`src/rtl/simple_pkg.sv`:
```
// rtl/simple_pkg.sv - shared widths, condition codes, flag indices and branch-condition helper
package simple_pkg;

  localparam int W      = 16;
  localparam int NREG   = 8;
  localparam int REG_AW = $clog2(NREG);

  localparam int FLAG_S = 3;
  localparam int FLAG_Z = 2;
  localparam int FLAG_C = 1;
  localparam int FLAG_V = 0;

  typedef enum logic [2:0] {
    COND_BE  = 3'b000,
    COND_BLT = 3'b001,
    COND_BLE = 3'b010,
    COND_BNE = 3'b011,
    COND_B   = 3'b100
  } cond_e;

  // Codes 101-111 are reserved and never take the branch.
  function automatic logic cond_true(input logic [3:0] flags, input logic [2:0] cond);
    logic w_lt;
    w_lt = flags[FLAG_S] ^ flags[FLAG_V];
    case (cond)
      COND_BE:  cond_true = flags[FLAG_Z];
      COND_BLT: cond_true = w_lt;
      COND_BLE: cond_true = flags[FLAG_Z] | w_lt;
      COND_BNE: cond_true = ~flags[FLAG_Z];
      COND_B:   cond_true = 1'b1;
      default:  cond_true = 1'b0;
    endcase
  endfunction

endpackage

```
`src/rtl/writeback_unit_reg_file.sv`:
```
// rtl/writeback_unit_reg_file.sv - general register storage, one synchronous write, two combinational reads
module reg_file #(
  parameter int DW = 16,
  parameter int NR = 8,
  parameter int AW = $clog2(NR)
) (
  input  logic          clk,
  input  logic          rst,
  input  logic          i_we,
  input  logic [AW-1:0] i_waddr,
  input  logic [DW-1:0] i_wdata,
  input  logic [AW-1:0] i_raddr_a,
  input  logic [AW-1:0] i_raddr_b,
  output logic [DW-1:0] o_rdata_a,
  output logic [DW-1:0] o_rdata_b
);

  logic [DW-1:0] r_mem [NR];

  always_ff @(posedge clk) begin
    if (rst) begin
      for (int i = 0; i < NR; i++) r_mem[i] <= '0;
    end else if (i_we) begin
      r_mem[i_waddr] <= i_wdata;
    end
  end

  assign o_rdata_a = r_mem[i_raddr_a];
  assign o_rdata_b = r_mem[i_raddr_b];

endmodule

```
`src/rtl/writeback_unit.sv`:
```
// rtl/writeback_unit.sv - commit stage: register writeback, flag register, branch resolution, retire count
// Optional WB_BYPASS_EN: forwards the committing alu_res onto a matching read port in the same cycle.
module writeback_unit
  import simple_pkg::*;
(
  input  logic              clk,
  input  logic              rst,
  input  logic              in_valid,
  output logic              in_ready,
  input  logic              stall,
  input  logic [REG_AW-1:0] rd_addr,
  input  logic              wr_en,
  input  logic [W-1:0]      alu_res,
  input  logic [3:0]        alu_szcv,
  input  logic              set_flags,
  input  logic              is_branch,
  input  logic [2:0]        br_cond,
  input  logic [W-1:0]      br_target,
  input  logic [REG_AW-1:0] ra_addr,
  input  logic [REG_AW-1:0] rb_addr,
  output logic [W-1:0]      ra_data,
  output logic [W-1:0]      rb_data,
  output logic [3:0]        szcv_q,
  output logic              br_taken,
  output logic [W-1:0]      br_pc,
  output logic [15:0]       retire_cnt
);

  logic          w_commit;
  logic          w_taken;
  logic [W-1:0]  w_ra_rf;
  logic [W-1:0]  w_rb_rf;
  logic [3:0]    r_szcv;
  logic          r_br_taken;
  logic [W-1:0]  r_br_pc;
  logic [15:0]   r_retire_cnt;

  assign in_ready = ~stall;
  assign w_commit = in_valid & ~stall;
  // Branch sees the flags as they stood before this commit's own flag update.
  assign w_taken  = w_commit & is_branch & cond_true(r_szcv, br_cond);

  reg_file #(.DW(W), .NR(NREG), .AW(REG_AW)) u_reg_file (
    .clk       (clk),
    .rst       (rst),
    .i_we      (w_commit & wr_en),
    .i_waddr   (rd_addr),
    .i_wdata   (alu_res),
    .i_raddr_a (ra_addr),
    .i_raddr_b (rb_addr),
    .o_rdata_a (w_ra_rf),
    .o_rdata_b (w_rb_rf)
  );

  always_ff @(posedge clk) begin
    if (rst) begin
      r_szcv       <= '0;
      r_br_taken   <= 1'b0;
      r_br_pc      <= '0;
      r_retire_cnt <= '0;
    end else begin
      r_br_taken <= w_taken;
      if (w_taken) r_br_pc <= br_target;
      if (w_commit) begin
        if (set_flags) r_szcv <= alu_szcv;
        r_retire_cnt <= r_retire_cnt + 16'd1;
      end
    end
  end

`ifdef WB_BYPASS_EN
  assign ra_data = (w_commit && wr_en && (rd_addr == ra_addr)) ? alu_res : w_ra_rf;
  assign rb_data = (w_commit && wr_en && (rd_addr == rb_addr)) ? alu_res : w_rb_rf;
`else
  assign ra_data = w_ra_rf;
  assign rb_data = w_rb_rf;
`endif

  assign szcv_q     = r_szcv;
  assign br_taken   = r_br_taken;
  assign br_pc      = r_br_pc;
  assign retire_cnt = r_retire_cnt;

endmodule

```
`config.mk`:
```
export PLATFORM = sky130hd
export DESIGN_NAME = writeback_unit
export DESIGN_NICKNAME = d
export VERILOG_FILES = /design/src/rtl/simple_pkg.sv /design/src/rtl/writeback_unit_reg_file.sv /design/src/rtl/writeback_unit.sv
export SDC_FILE = /design/constraint.sdc
export NUM_CORES = 1
export LEC_CHECK = 0
export CAP_MARGIN = 5
export CORE_MARGIN = 1
export CORE_UTILIZATION = 55
export CTS_CLUSTER_SIZE = 24
export DETAILED_ROUTE_END_ITERATION = 7
export GPL_TIMING_DRIVEN = 0
export PLACE_DENSITY = 0.81
export SLEW_MARGIN = 10
export SYNTH_ARGS = -nofsm -noshare
export SYNTH_HDL_FRONTEND = slang
export SYNTH_SLANG_ARGS = --single-unit
```
`constraint.sdc`:
```
create_clock -name clk -period 2 [get_ports clk]
set_input_delay 0.3 -clock clk [delete_from_list [all_inputs] [get_ports clk]]
set_output_delay 0.3 -clock clk [all_outputs]
set_load 0.005 [all_outputs]
```
==> flow_summary.ini <==
[setup_path]
crit_fanout = 2
critPathKind = register to output port
worstSetupStartpointType = register
cp_cell_sequence = buf_4 > mux4_2 > mux2_4 > buf_6
crit_arrival_ns = 1.91
end_kind = output port
cp_slowest_cell = mux4_2
r2r_slack_ns = 0.19
max_stage_delay_ns = 0.48
cp.required_ns = 1.70

[yosys]
synth_cells = 580
synth.area.top_cells = edfxtp_1, mux4_2, and2_1
synth_top_family_by_area = multiplexers
synth_seq_cells = 165
syn_area_per_cell_um2 = 14.5
yosysSeqAreaShare = 0.546
ys_warn_count = 0
synth_fp_nets = 636
ys_types = 43
synth_fa_ha_area_frac = 0.00149
synth-compound-area-share = 0.0112
yosys.area_share.simple = 0.174
synthMuxAreaShare = 0.236
yosysTopAreaCell = edfxtp_1
synth_top_area_frac = 0.458
synth_area_um2 = 8390
synth_xor_area_frac = 0.0104

[sta]
skew_ns = 0.00488
setup_viol = 28
min_period_ns = 2.21
finalCritPeriodShare = 1.10
hold_violations = 0
slew_headroom = 0.569
fmax_mhz = 453
setup_ws_ns = -0.209
whs_ns = 0.324
tightest_slew_ns = 0.637
maxSlewViolCount = 0
rsz0062_at_grt = yes

[job]
maxCapViolCount = 0

[power_and_ir_drop]
p_per_area_nw_per_um2 = 782
clkPwrFrac = 0.409
pwr-share-seq = 0.457
p_int_uw = 6630
ir_drop_mv = 0.631
fin_total_pwr_uw = 8580
share_comb_of_total_power = 0.134
switching_share = 0.228
p_leak_uw = 0.00398
switchingPower_uw = 1950

[placement]
gp_routability_congestion = 0.847
place_ws_ns = -1.02
dp_hpwl_um = 13900
io_buffers = 119
place_area_um2 = 9810

[floorplanning]
start_util = 0.571
die_w_um = 126
core_um2 = 14700
die_y_um = 126
io_pins = 125
die_area_um2 = 15800
num_rows = 44

[route]
drtPass1Iterations = 7
vias = 5778
vias_per_cell = 6.17
wl_per_cell_um = 23.2
routed_wl_um = 21700
drcViolationCount = 6
dr.first_iter.drc_count = 713
antenna_left = 0

[cts]
ctsHtreeMaxLevel = 4
cts_buffer_depth = 2
worstSkewPairLatency_ns = 0.43
clk_pin_slew_ns = 0.06
clock-sinks = 165
root_buffer = clkbuf_16
cts_buffers = 17
cts_hold_buf = 0
cts_tree = done

[layout]
fillerInstances = 861
nNetsFinal = 795
fin_util = 0.747
design_area_um2 = 11000
drive_above_1_share = 0.305
syn_to_final_growth_pct = 30.9
final_cell_mix = and2_1, edfxtp_1, clkdlybuf4s50_1
num_antenna_cells = 0

[status]
status = finished with violations
violations = DRC, setup timing

[global_routing]
grt_max_degree = 17
grt_first_pass_wirelength_um = 32300
groute.usage.overall = 0.282
overflow = 0
grt_pass1_vias = 5869
grt_antenna_before_repair = 0

[worst_hold_path]
hold_path.class = primary input to register
-- state kept, by name, summed over array words and instances (netlist names) --
register	count
br_taken	1
retire_cnt	16
szcv_q	4
u_reg_file.r_mem	128
br_pc	16
-- through the flow --
step	TNS, ns	std cells
after floorplan	0	580
after global placement	-163.08	883
after detailed placement	-172.48	883
after CTS	-2.47	926
after global routing	-2.84	936
final	-1.55	936
-- per-layer routing --
metal	track usage	wire [um]
met5	0	0
met4	0.103	500
met3	0.0599	1930
met2	0.491	11300
met1	0.347	8000
-- logic make-up after synthesis --
logic type | after synthesis
fa+ha+maj | 1
mux | 114
xor+xnor | 10
compound gates | 16
flops | 165
simple gates | 236
buf+inv | 38
-- critical path, delay by kind of cell (launching register included) --
family / cells / cell delay (ns)
mux: 2 / 0.78
flops: 1 / 0.42
buf+inv: 2 / 0.28
-- path summary, 6_finish.rpt --
path / startpoint / end / depth (start not counted)
max: u_reg_file.r_mem[3][9] / rb_data[9] / 4
min: rst / retire_cnt[15] / 3
max reg2reg: retire_cnt[2] / retire_cnt[15] / 5
min reg2reg: br_pc[4] / br_pc[4] / 2
-- Yosys cell counts --
master / number
nor3_4: 1
o21ai_0: 4
or2_1: 1
xor2_1: 6
clkbuf_1: 26
nand4_1: 3
o21ai_1: 1
nand2_1: 15
ha_1: 1
nor4b_1: 1
nand2b_1: 34
nand3_1: 7
nor2b_2: 1
nor2_2: 3
nor3_1: 2
mux2_2: 32
nand3b_1: 1
mux4_2: 64
or3_1: 4
and4b_1: 1
mux2_1: 1
or4_1: 2
a21oi_1: 9
or2_2: 8
nor3_2: 2
o31ai_1: 1
nand4bb_1: 1
and2_1: 128
dfxtp_1: 37
buf_2: 6
nor4_1: 1
mux2i_1: 17
o311ai_2: 1
nand3_4: 1
xnor2_1: 4
nor2b_1: 3
and4_1: 2
nand4b_4: 1
inv_1: 2
buf_1: 2
edfxtp_1: 128
buf_6: 2
nor2_1: 13
-- area by class of cell --
| cell class | count | area, um2 | share of cell area |
|---|---|---|---|
| multi-input combinational | 378 | 3840 | 0.350 |
| timing repair buffer | 139 | 1410 | 0.128 |
| tap | 184 | 230 | 0.0210 |
| sequential | 165 | 4580 | 0.417 |
| inverter | 2 | 7.51 | 0.000684 |
| clock buffer | 17 | 425 | 0.0387 |
| clock inverter | 15 | 203 | 0.0185 |
| buffer | 36 | 287 | 0.0261 |
-- what timing repair did --
action / CTS / global route
setup endpoints to repair: 240 / 173
pin swaps: 2 / 2
buffers inserted: 11 / 9
hold endpoints to repair: 0 / 0
resized for setup: 215 / 35
gates cloned: 0 / 1
-- power by group through the flow --
stage	clock, uW	combinational [uW]	sequential [uW]
2_1_floorplan	0	524	3960
3_3_place_gp	0	976	3970
3_5_place_dp	0	991	4000
4_1_cts	3510	1100	3920
5_1_grt	3650	1200	3940
6_report	3510	1150	3930
Note: power is estimated with default switching activity, not from simulation.
